## config.mk

```make
export PLATFORM = sky130hd
export DESIGN_NAME = stage_id_to_exe_register
export DESIGN_NICKNAME = d
export VERILOG_FILES = /design/src/rtl/arm_pkg.sv /design/src/rtl/stage_id_to_exe_register_sat_counter.sv /design/src/rtl/stage_id_to_exe_register.sv
export SDC_FILE = /design/constraint.sdc
export NUM_CORES = 1
export LEC_CHECK = 0
export ABC_AREA = 0
export BUFFER_PORTS_ARGS = -buffer_cell sky130_fd_sc_hd__buf_4
export CAP_MARGIN = 20
export CORE_ASPECT_RATIO = 1.75
export CORE_MARGIN = 8
export CORE_UTILIZATION = 39
export DETAILED_ROUTE_END_ITERATION = 6
export PLACE_DENSITY = 0.81
export SETUP_SLACK_MARGIN = 0.3
export SLEW_MARGIN = 40
export SYNTH_ARGS = -nofsm -noshare
export SYNTH_HDL_FRONTEND = slang
export SYNTH_HIERARCHICAL = 1
export SYNTH_SLANG_ARGS = --single-unit
```

## constraint.sdc

```tcl
create_clock -name clk -period 1 [get_ports clk]
set_input_delay 0.05 -clock clk [delete_from_list [all_inputs] [get_ports clk]]
set_output_delay 0.05 -clock clk [all_outputs]
set_load 0.01 [all_outputs]
```

## src/rtl/arm_pkg.sv

```systemverilog
// Shared definitions for the 5-stage ARM core pipeline.
//   CTRL_W           width of the packed control bundle {mem_read, mem_write, wb_en, b, s}
//   CTRL_*           bit positions inside the control bundle
//   STATUS_*         bit positions of the {N,Z,C,V} status flags
//   EXE_CMD_NOP      ALU command that performs no operation
package arm_pkg;

  localparam int unsigned CTRL_W = 5;

  localparam int unsigned CTRL_MEM_READ  = 4;
  localparam int unsigned CTRL_MEM_WRITE = 3;
  localparam int unsigned CTRL_WB_EN     = 2;
  localparam int unsigned CTRL_B         = 1;
  localparam int unsigned CTRL_S         = 0;

  localparam int unsigned STATUS_N = 3;
  localparam int unsigned STATUS_Z = 2;
  localparam int unsigned STATUS_C = 1;
  localparam int unsigned STATUS_V = 0;

  localparam logic [3:0] EXE_CMD_NOP = 4'd0;

endpackage

```

## src/rtl/stage_id_to_exe_register_sat_counter.sv

```systemverilog
// Saturating event counter.
//   clk    core clock, rising edge
//   clr    synchronous clear (highest priority)
//   inc    count one event this edge
//   count  current value; sticks at all-ones once reached
module sat_counter #(
  parameter int unsigned WIDTH = 16
) (
  input  logic             clk,
  input  logic             clr,
  input  logic             inc,
  output logic [WIDTH-1:0] count
);

  logic [WIDTH-1:0] count_q;

  always_ff @(posedge clk) begin
    if (clr) begin
      count_q <= '0;
    end else if (inc && (count_q != {WIDTH{1'b1}})) begin
      count_q <= count_q + 1'b1;
    end
  end

  assign count = count_q;

endmodule

```

## src/rtl/stage_id_to_exe_register.sv

```systemverilog
// ID -> EXE pipeline register with freeze, flush and bubble insertion.
// Update priority on each rising edge: rst > flush > freeze > bubble > load.
// Ports:
//   clk, rst (sync, active-high), freeze, flush, bubble
//   *_in / *_out   ID-stage fields and their registered copies
//   valid_out      slot holds a live instruction
//   carry_out      registered C flag (status_out[1])
// Optional macro STAGE_ID_EXE_PERF_CNT_EN adds bubble_cnt / flush_cnt (16-bit, saturating).
module stage_id_to_exe_register
  import arm_pkg::*;
#(
  parameter int unsigned DATA_W     = 32,
  parameter int unsigned REG_ADDR_W = 4
) (
  input  logic                  clk,
  input  logic                  rst,
  input  logic                  freeze,
  input  logic                  flush,
  input  logic                  bubble,
  input  logic [DATA_W-1:0]     pc_in,
  input  logic [DATA_W-1:0]     reg1_in,
  input  logic [DATA_W-1:0]     reg2_in,
  input  logic [CTRL_W-1:0]     ctrl_in,
  input  logic [3:0]            exe_cmd_in,
  input  logic                  imm_in,
  input  logic [11:0]           shift_operand_in,
  input  logic [23:0]           imm24_in,
  input  logic [REG_ADDR_W-1:0] rd_in,
  input  logic [REG_ADDR_W-1:0] src1_in,
  input  logic [REG_ADDR_W-1:0] src2_in,
  input  logic [3:0]            status_in,
  output logic [DATA_W-1:0]     pc_out,
  output logic [DATA_W-1:0]     reg1_out,
  output logic [DATA_W-1:0]     reg2_out,
  output logic [CTRL_W-1:0]     ctrl_out,
  output logic [3:0]            exe_cmd_out,
  output logic                  imm_out,
  output logic [11:0]           shift_operand_out,
  output logic [23:0]           imm24_out,
  output logic [REG_ADDR_W-1:0] rd_out,
  output logic [REG_ADDR_W-1:0] src1_out,
  output logic [REG_ADDR_W-1:0] src2_out,
  output logic [3:0]            status_out,
  output logic                  valid_out,
`ifdef STAGE_ID_EXE_PERF_CNT_EN
  output logic [15:0]           bubble_cnt,
  output logic [15:0]           flush_cnt,
`endif
  output logic                  carry_out
);

  logic [DATA_W-1:0]     pc_q, reg1_q, reg2_q;
  logic [CTRL_W-1:0]     ctrl_q;
  logic [3:0]            exe_cmd_q;
  logic                  imm_q;
  logic [11:0]           shift_operand_q;
  logic [23:0]           imm24_q;
  logic [REG_ADDR_W-1:0] rd_q, src1_q, src2_q;
  logic [3:0]            status_q;
  logic                  valid_q;

  always_ff @(posedge clk) begin
    if (rst) begin
      pc_q            <= '0;
      reg1_q          <= '0;
      reg2_q          <= '0;
      ctrl_q          <= '0;
      exe_cmd_q       <= EXE_CMD_NOP;
      imm_q           <= 1'b0;
      shift_operand_q <= '0;
      imm24_q         <= '0;
      rd_q            <= '0;
      src1_q          <= '0;
      src2_q          <= '0;
      status_q        <= '0;
      valid_q         <= 1'b0;
    end else if (flush || !freeze) begin
      // Datapath fields always load; only control and identity fields are killed.
      pc_q            <= pc_in;
      reg1_q          <= reg1_in;
      reg2_q          <= reg2_in;
      shift_operand_q <= shift_operand_in;
      imm24_q         <= imm24_in;
      status_q        <= status_in;
      if (flush) begin
        ctrl_q    <= '0;
        exe_cmd_q <= EXE_CMD_NOP;
        imm_q     <= 1'b0;
        valid_q   <= 1'b0;
        rd_q      <= rd_in;
        src1_q    <= src1_in;
        src2_q    <= src2_in;
      end else if (bubble) begin
        // Register numbers zeroed so forwarding can never match a bubble.
        ctrl_q    <= '0;
        exe_cmd_q <= EXE_CMD_NOP;
        imm_q     <= 1'b0;
        valid_q   <= 1'b0;
        rd_q      <= '0;
        src1_q    <= '0;
        src2_q    <= '0;
      end else begin
        ctrl_q    <= ctrl_in;
        exe_cmd_q <= exe_cmd_in;
        imm_q     <= imm_in;
        valid_q   <= 1'b1;
        rd_q      <= rd_in;
        src1_q    <= src1_in;
        src2_q    <= src2_in;
      end
    end
  end

  assign pc_out            = pc_q;
  assign reg1_out          = reg1_q;
  assign reg2_out          = reg2_q;
  assign ctrl_out          = ctrl_q;
  assign exe_cmd_out       = exe_cmd_q;
  assign imm_out           = imm_q;
  assign shift_operand_out = shift_operand_q;
  assign imm24_out         = imm24_q;
  assign rd_out            = rd_q;
  assign src1_out          = src1_q;
  assign src2_out          = src2_q;
  assign status_out        = status_q;
  assign valid_out         = valid_q;
  assign carry_out         = status_q[STATUS_C];

`ifdef STAGE_ID_EXE_PERF_CNT_EN
  logic bubble_taken, flush_taken;

  // A bubble only counts when it actually wins priority over flush and freeze.
  assign flush_taken  = flush;
  assign bubble_taken = bubble && !flush && !freeze;

  sat_counter #(
    .WIDTH (16)
  ) u_bubble_cnt (
    .clk   (clk),
    .clr   (rst),
    .inc   (bubble_taken),
    .count (bubble_cnt)
  );

  sat_counter #(
    .WIDTH (16)
  ) u_flush_cnt (
    .clk   (clk),
    .clr   (rst),
    .inc   (flush_taken),
    .count (flush_cnt)
  );
`endif

endmodule

```

==> results.toml, run 1 <==
[die]
die_x_um = 105
dieArea_um2 = 18200
die_h_um = 173
ioPinCount = 323
core-area_um2 = 13800
initial_utilization_pct = 39.7
num_rows = 57

[global_route]
gr-usage-all-layers_pct = 30.5
overflow = 0
antenna_found_initial = 2
grt_pass1_vias = 7763
grt_max_degree = 60
grt_first_pass_wirelength_um = 43800

[worst_setup_path]
r2r_slack_ns = 0.06
cp_num_buf_inv = 1
cp.arrival_ns = 0.93
crit_fanout = 2
r2r_start = "reg2_out[28]"
crit_chain = "buf_6"
critical_path.startpoint = "reg1_out[0]"
worstPathRequired_ns = 0.95
crit_type = "register to output port"
slowest_delay_ns = 0.38
cp_top_family = "flip-flops"
cp_slowest_cell = "dfxtp_2"
cp-start-kind = "register"
crit_path_end_kind = "output port"

[logic_synthesis]
avgSynthCellArea_um2 = 8.05
ys_ff_latch = 159
seq_area_frac_synth_pct = 58.3
synth_cell_type_count = 15
syn_inst = 678
synth_area_um2 = 5460
synth_warnings = 6
synth_nets = 841

[timing]
slew_headroom_pct = 72.8
rsz0062_at_grt = "true"
timing.final.ws_setup_ns = 0.0200
slew_viol_final = 0
worst_pin_slew_ns = 0.406
period_needed_ns = 0.980
hold_violations = 0
setup_viol = 0
finalCritPeriodShare_pct = 98.0
fin_skew_ns = 0
fmax_ghz = 1.02
tns_ns = 0

[placement]
post-place-ws_ns = -0.0941
dp.cells = 1146
io_buffers = 322
gp_congestion = 0.828
dp_hpwl_um = 14900

[hold_path]
min_from = "exe_cmd_in[1]"
hold_class = "primary input to register"

[drt]
drc_errors = 0
initialDrtViolationCount = 586
dr_total_vias = 7648
post_drt_wl_per_cell_um = 24.8
drt_wl_total_um = 34400
drtPass1Iterations = 5
vias_per_cell = 5.50
postRouteAntennaNets = 0

[final_layout]
multi_input_area_um2 = 2330
drive_gt1_share_pct = 54.4
stdcell_count = 1390
fillers = 560
final_common_cell = "nand2_1"
syn_to_final_growth_pct = 119
final_cell_mix = "nand2_1 (252), buf_4 (203), buf_6 (183), dfxtp_2 (156), dlygate4sd3_1 (152)"
finalNetCount = 1359
register_area_um2 = 3390

[clocking]
cts.sinks = 159
clk_root_buffer_cell = "clkbuf_16"
cts_tree = "done"
clk_pin_slew_ns = 0.09
clkLatencyLatePin_ns = 0.41
cts_buffer_depth = 2
cts_buffers = 17
cts_max_level = 4

[power]
p_per_area_nw_per_um2 = 1460
leakagePower_nw = 5.46
peakVddDrop_uv = 1220

[outcome]
status = "finished clean"

[run]
maxCapViolations = 0
-- sequential cells by signal, indices dropped and copies added, names as in the netlist --
register,count
ctrl_out,5
exe_cmd_out,4
imm24_out,24
imm_out,1
pc_out,32
rd_out,4
reg1_out,32
reg2_out,32
shift_operand_out,12
src1_out,4
src2_out,4
status_out,4
valid_out,1
-- path summary, 6_finish.rpt --
check,endpoint,cells past startpoint
worst max-delay path,reg1_out[0],1
worst min register to register,reg1_out[11],2
worst min-delay path,exe_cmd_out[1],4
worst max register to register,reg2_out[28],3
-- synth_stat cells --
master,count,area share (%)
nand2_1,272,19
o21bai_1,1,0.14
a21oi_1,143,13
clkbuf_1,21,1.4
a22oi_1,16,2.2
nor2_1,24,1.7
clkbuf_2,1,0.092
and2b_1,1,0.14
buf_1,6,0.41
dfxtp_1,159,58
or2_2,1,0.11
buf_2,18,1.7
nor3b_1,6,0.83
buf_4,8,1.1
nand2b_1,1,0.11
-- where the power goes --
group          switching, W  total [W]  internal (W)  leakage (nW)
registers          0.000347    0.00713       0.00679          1.37
logic               0.00162    0.00367       0.00205          3.80
clock network       0.00299    0.00668       0.00368         0.292
total               0.00496     0.0175        0.0125          5.46
-- stage by stage --
step | instance area [um2] | util, % | total power [W] | hold WS (ns)
after floorplan | 5640 | - | 0.00797 | 0.185
after global placement | 8170 | 59.4 | 0.00923 | 0.277
after detailed placement | 8170 | 59.4 | 0.00929 | 0.288
after CTS | 11200 | 81.1 | 0.0167 | 0.0235
after global routing | 11900 | 86.7 | 0.0180 | 0.0522
final | 11900 | 86.7 | 0.0175 | 0.0381
-- layout make-up --
| type | count | area share (%) |
|---|---|---|
| diodes | 4 | 0.0838 |
| flip-flops and latches | 159 | 28.4 |
| clock buffers | 19 | 3.79 |
| well taps | 177 | 1.85 |
| repair buffers | 552 | 45.2 |
| clock inverters | 13 | 1.21 |
| multi-input cells | 466 | 19.5 |
-- kinds of logic (layout without fill, tap and decap cells) --
kind of cell,count (synthesis),after routing,share of synthesized area [%]
AO/OA/AOI/OAI,160,160,15.4
flip-flops,159,159,58.3
AND/OR/NAND/NOR,305,306,21.5
other,0,4,0
buffers and inverters,54,584,4.70
-- metal layers --
| layer | global-route usage [%] | part of all wire, % | vias up |
|---|---|---|---|
| li1 | - | - | 3235 |
| met1 | 29.5 | 33 | 3614 |
| met2 | 52.8 | 50 | 597 |
| met3 | 9.02 | 8.6 | 200 |
| met4 | 23.3 | 8.1 | 2 |
| met5 | 0 | 0.038 | - |
-- timing repair --
action,in CTS,in global routing
cloned,0,6
hold buffers,153,0
endpoints found under the hold margin,152,0
buffers inserted,8,41
setup endpoints to repair,160,235
pin swaps,0,22
gates resized for setup,319,94
Power figures use the tool's default switching activity.
==> run 2, diff against run 1 <==
--- a/config.mk
+++ b/config.mk
@@ -6,14 +6,13 @@
 export NUM_CORES = 1
 export LEC_CHECK = 0
 export ABC_AREA = 0
-export BUFFER_PORTS_ARGS = -buffer_cell sky130_fd_sc_hd__buf_4
 export CAP_MARGIN = 20
 export CORE_ASPECT_RATIO = 1.75
 export CORE_MARGIN = 8
 export CORE_UTILIZATION = 39
 export DETAILED_ROUTE_END_ITERATION = 6
-export PLACE_DENSITY = 0.81
-export SETUP_SLACK_MARGIN = 0.3
+export DONT_BUFFER_PORTS = 1
+export PLACE_DENSITY = 0.63
 export SLEW_MARGIN = 40
 export SYNTH_ARGS = -nofsm -noshare
 export SYNTH_HDL_FRONTEND = slang
==> constraint.sdc (replaced) <==
create_clock -name clk -period 0.9 [get_ports clk]
set_input_delay 0.045 -clock clk [delete_from_list [all_inputs] [get_ports clk]]
set_output_delay 0.045 -clock clk [all_outputs]
set_load 0.01 [all_outputs]
==> run 2 against run 1 <==
Net effect:
- power is 6.2% lower
- the run now ends with hold timing left
- design area is 46% lower
- sequential share of layout area is 21 points higher
- count of clock-buffer cells in the layout is 1 lower
- setup slack worse by 0.019 ns
- wire length is 54% lower
- flip-flop and latch count stayed put
- core utilization is 40 points lower
- first-iteration DRC count is 71% lower
==> results.toml, run 2 (synthesized netlist as in run 1, its figures left out) <==
[worst_setup_path]
cp-start-kind = "register"
cp_top_family = "flip-flops"
cp_slowest_cell = "dfxtp_2"
crit_path_end_kind = "output port"
crit_chain = "buf_6"
r2r_start = "exe_cmd_out[3]"
slowest_delay_ns = 0.35
crit_fanout = 2
r2r_slack_ns = 0.19
worstPathRequired_ns = 0.85
cp.arrival_ns = 0.85
crit_type = "register to output port"
rr_worst_depth = 2
cp_num_buf_inv = 1
r2r_end = "exe_cmd_out[3]"

[drt]
postRouteAntennaNets = 0
initialDrtViolationCount = 172
post_drt_wl_per_cell_um = 18.4
vias_per_cell = 5.18
drc_errors = 0
drt_wl_total_um = 15900
drtPass1Iterations = 4
dr_total_vias = 4473

[timing]
setup_viol = 0
period_needed_ns = 0.899
hold_slack_ns = -0.291
fmax_ghz = 1.11
timing.final.ws_setup_ns = 0.000837
hold_violations = 159
rsz0062_at_grt = "true"
finalCritPeriodShare_pct = 99.9
slew_headroom_pct = 65.5
fin_skew_ns = 0
tns_ns = 0
slew_viol_final = 0
worst_pin_slew_ns = 0.517

[placement]
gp_congestion = 0.757
post-place-ws_ns = -0.198
io_buffers = 0
dp_hpwl_um = 11700
dp.cells = 823

[power]
p_per_area_nw_per_um2 = 2540
peakVddDrop_uv = 1210
leakagePower_nw = 2.64

[hold_path]
min_from = "rst"
hold_class = "primary input to register"
holdPathEnd = "pc_out[22]"
holdPathStages = 1

[global_route]
antenna_found_initial = 0
grt_first_pass_wirelength_um = 23600
gr-usage-all-layers_pct = 16.1
grt_max_degree = 150
grt_pass1_vias = 4383
overflow = 0

[run]
maxCapViolations = 0

[final_layout]
diodes = 0
final_cell_mix = "nand2_1 (272), a21oi_1 (143), dfxtp_1 (130), dfxtp_2 (29), nor2_1 (24)"
fillers = 1347
final_util_pct = 47.0
drive_gt1_share_pct = 13.2
final_common_cell = "nand2_1"
syn_to_final_growth_pct = 18.4
stdcell_count = 864
finalNetCount = 839

[die]
die_x_um = 105
initial_utilization_pct = 39.7
core-area_um2 = 13800
ioPinCount = 323
die_h_um = 173
dieArea_um2 = 18200
num_rows = 57

[clocking]
cts_tree = "done"
cts_buffers = 17
cts_buffer_depth = 2
ctsHoldBuffers = 4
clk_pin_slew_ns = 0.06
cts.sinks = 159
clk_root_buffer_cell = "clkbuf_16"
clkLatencyLatePin_ns = 0.40
cts_max_level = 4

[outcome]
violations = "hold timing"
status = "complete, but fails checks"
==> run 2: per-stage QoR <==
stage / hold slack [ns] / power, W / cell area, um2
after global placement: 0.132 / 0.00896 / 5650
after CTS: -0.306 / 0.0166 / 6400
after floorplan: 0.185 / 0.00877 / 5460
after detailed placement: 0.134 / 0.00902 / 5650
final: -0.291 / 0.0164 / 6460
after global routing: -0.322 / 0.0171 / 6460
==> run 2: repair_timing <==
item	in CTS	in global routing
endpoints found under the hold margin	159	159
setup endpoints to repair	22	27
gates resized for setup	39	8
cloned	0	0
buffers inserted	1	6
==> run 2: per-layer routing <==
layer	part of all wire, %	global-route usage (%)	up-vias
met5	0	0	-
met3	13	8.91	17
met1	34	14.6	2052
met4	2.0	6.88	0
li1	-	-	2173
met2	51	28.3	231
==> run 2: final cells by class <==
class | instances | area (um2) | area share, %
repair buffers | 33 | 375 | 5.81
clock inverters | 12 | 185 | 2.86
clock buffers | 18 | 429 | 6.64
multi-input cells | 465 | 2030 | 31.5
flip-flops and latches | 159 | 3220 | 49.8
well taps | 177 | 221 | 3.43
==> run 2: how the worst max path moves through the flow <==
stage,from,endpoint,slack [ns],cells past startpoint
5_1_grt,status_out[1],status_out[1],-0.05,1
2_1_floorplan,flush,reg1_out[10],0.04,6
4_1_cts,status_out[1],status_out[1],-0.03,1
3_3_place_gp,bubble,rd_out[3],-0.16,3
6_report,src2_out[3],src2_out[3],0.0008,1
3_5_place_dp,bubble,rd_out[2],-0.20,3
==> run 2: where the power goes <==
part	internal (W)	total (W)	switching, W
clock network	0.00465	0.00747	0.00281
registers	0.00748	0.00797	0.000492
logic	0.000433	0.000963	0.000530
total	0.0126	0.0164	0.00384
==> run 3, diff against run 2 <==
--- a/config.mk
+++ b/config.mk
@@ -12,6 +12,7 @@
 export CORE_UTILIZATION = 39
 export DETAILED_ROUTE_END_ITERATION = 6
 export DONT_BUFFER_PORTS = 1
+export GPL_TIMING_DRIVEN = 0
 export PLACE_DENSITY = 0.63
 export SLEW_MARGIN = 40
 export SYNTH_ARGS = -nofsm -noshare
==> constraint.sdc (replaced) <==
create_clock -name clk -period 0.9 [get_ports clk]
set_input_delay 0.135 -clock clk [delete_from_list [all_inputs] [get_ports clk]]
set_output_delay 0.135 -clock clk [all_outputs]
set_load 0.01 [all_outputs]
==> run 3 against run 2 <==
Net effect:
- the flow finishes with violations (setup timing)
- die area unchanged
- power up 4.1%
- global-route usage up 5.9 points
- clock skew unchanged
- count of clock-buffer cells in the layout unchanged
- critical endpoint is now status_out[1]
- core utilization up 14 points
- non-clock buffer count up 174
- combinational power up 65%
- sequential share of layout area down 6.2 points
==> results.toml, run 3 (synthesized netlist as in run 1, its figures left out) <==
[power]
p_switching_w = 0.00422
internal_power_w = 0.0128
seqPwrFrac_pct = 46.6
p_per_area_nw_per_um2 = 2050
leakagePower_nw = 3.34
pwr-share-clk_pct = 44.1
peakVddDrop_uv = 1230
swShare_pct = 24.7
power.total_w = 0.0171
pwr-share-comb_pct = 9.3

[placement]
io_buffers = 0
place_area_um2 = 5710
gp_congestion = 0.806
dp_hpwl_um = 14200

[global_route]
antenna_found_initial = 2
grt_max_degree = 17
grt_pass1_vias = 5789
gr-usage-all-layers_pct = 22.0
grt_first_pass_wirelength_um = 31800
overflow = 0

[clocking]
cts.sinks = 159
clk_root_buffer_cell = "clkbuf_16"
clkLatencyLatePin_ns = 0.41
cts_tree = "done"
cts_buffers = 17
cts_buffer_depth = 2
cts_setup_buffers = 0
clk_pin_slew_ns = 0.06
cts_max_level = 4

[final_layout]
fillers = 1068
drive_gt1_share_pct = 26.6
final_common_cell = "nand2_1"
finalInstanceArea_um2 = 8340
syn_to_final_growth_pct = 52.8
final_cell_mix = "nand2_1 (272), dlygate4sd3_1 (153), a21oi_1 (143), dfxtp_4 (103), dfxtp_2 (56)"
finalNetCount = 1013

[worst_setup_path]
cp_slowest_cell = "dfxtp_4"
cp_num_buf_inv = 1
crit_chain = "buf_6"
worstPathRequired_ns = 0.76
cp.arrival_ns = 0.90
cp-start-kind = "register"
slowest_delay_ns = 0.38
cp_top_family = "flip-flops"
crit_type = "register to output port"
crit_fanout = 3
crit_path_end_kind = "output port"

[timing]
worst_pin_slew_ns = 0.514
slew_viol_final = 0
finalCritPeriodShare_pct = 115
rsz0062_at_grt = "true"
fin_skew_ns = 0
hold_violations = 0
tns_ns = -1.20
timing.final.ws_setup_ns = -0.131
slew_headroom_pct = 65.7
setup_viol = 127
fmax_ghz = 0.970
period_needed_ns = 1.03

[run]
maxCapViolations = 0

[drt]
drt_wl_total_um = 20800
drtPass1Iterations = 5
initialDrtViolationCount = 249
postRouteAntennaNets = 0
post_drt_wl_per_cell_um = 20.0
vias_per_cell = 5.23
dr_total_vias = 5434
drc_errors = 0

[die]
die_x_um = 105
die_h_um = 173
num_rows = 57
core-area_um2 = 13800
initial_utilization_pct = 39.7
dieArea_um2 = 18200
ioPinCount = 323

[outcome]
status = "complete, but fails checks"
violations = "setup timing"

[hold_path]
hold_class = "primary input to register"
## run 3: changes by cell type in the layout (fill, tap and decap cells not counted), moves of 13 or more
cell	change
dlygate4sd3_1	+149
dfxtp_2	+27
clkbuf_1	+13
dfxtp_4	+103
buf_2	+15
dfxtp_1	-130
## run 3: final cells by class
class / count / area (um2) / share of cell area, %
Sequential cell: 159 / 3640 / 43.6
Tap cell: 177 / 221 / 2.66
Clock inverter: 12 / 185 / 2.22
Multi-Input combinational cell: 465 / 2020 / 24.2
Buffer: 54 / 308 / 3.69
Antenna cell: 2 / 5.00 / 0.0600
Timing Repair Buffer: 153 / 1530 / 18.4
Clock buffer: 18 / 429 / 5.15
## run 3: stage by stage
stage	utilization [%]	setup slack [ns]	cells	hold WS, ns
after global placement	41.5	-0.403	855	0.277
after global routing	60.6	-0.170	1040	0.0388
after CTS	59.5	-0.152	1038	0.0130
final	60.6	-0.131	1040	0.0429
after detailed placement	41.5	-0.426	855	0.281
after floorplan	-	-0.0246	678	0.275
## run 3: power groups by stage
stage | Combinational, W | Sequential (W) | Clock [W]
after global placement | 0.000940 | 0.00817 | 0
after CTS | 0.00154 | 0.00803 | 0.00768
after floorplan | 0.000772 | 0.00801 | 0
after detailed placement | 0.000990 | 0.00818 | 0
final | 0.00159 | 0.00795 | 0.00753
after global routing | 0.00175 | 0.00800 | 0.00799
## run 3: timing repair
| item | CTS | global route |
|---|---|---|
| endpoints found under the setup margin | 160 | 245 |
| gates cloned | 0 | 0 |
| hold buffers | 153 | 0 |
| hold endpoints to repair | 153 | 0 |
| gates resized for setup | 214 | 63 |
## run 3: per-layer routing
metal	up-vias	wire length [um]	GRT usage [%]
li1	2538	-	-
met1	2526	6600	19.4
met2	308	11200	40.0
met3	62	2100	9.47
met4	0	877	12.7
met5	-	0	0
## run 3: worst paths after layout
check	depth (start not counted)	startpoint	endpoint	slack (ns)
setup / recovery	1	status_out[1]	status_out[1]	-0.13
hold / removal	3	ctrl_in[0]	ctrl_out[0]	0.04
setup reg to reg	2	src2_out[1]	src2_out[1]	0.14
hold reg to reg	2	reg1_out[31]	reg1_out[31]	0.48
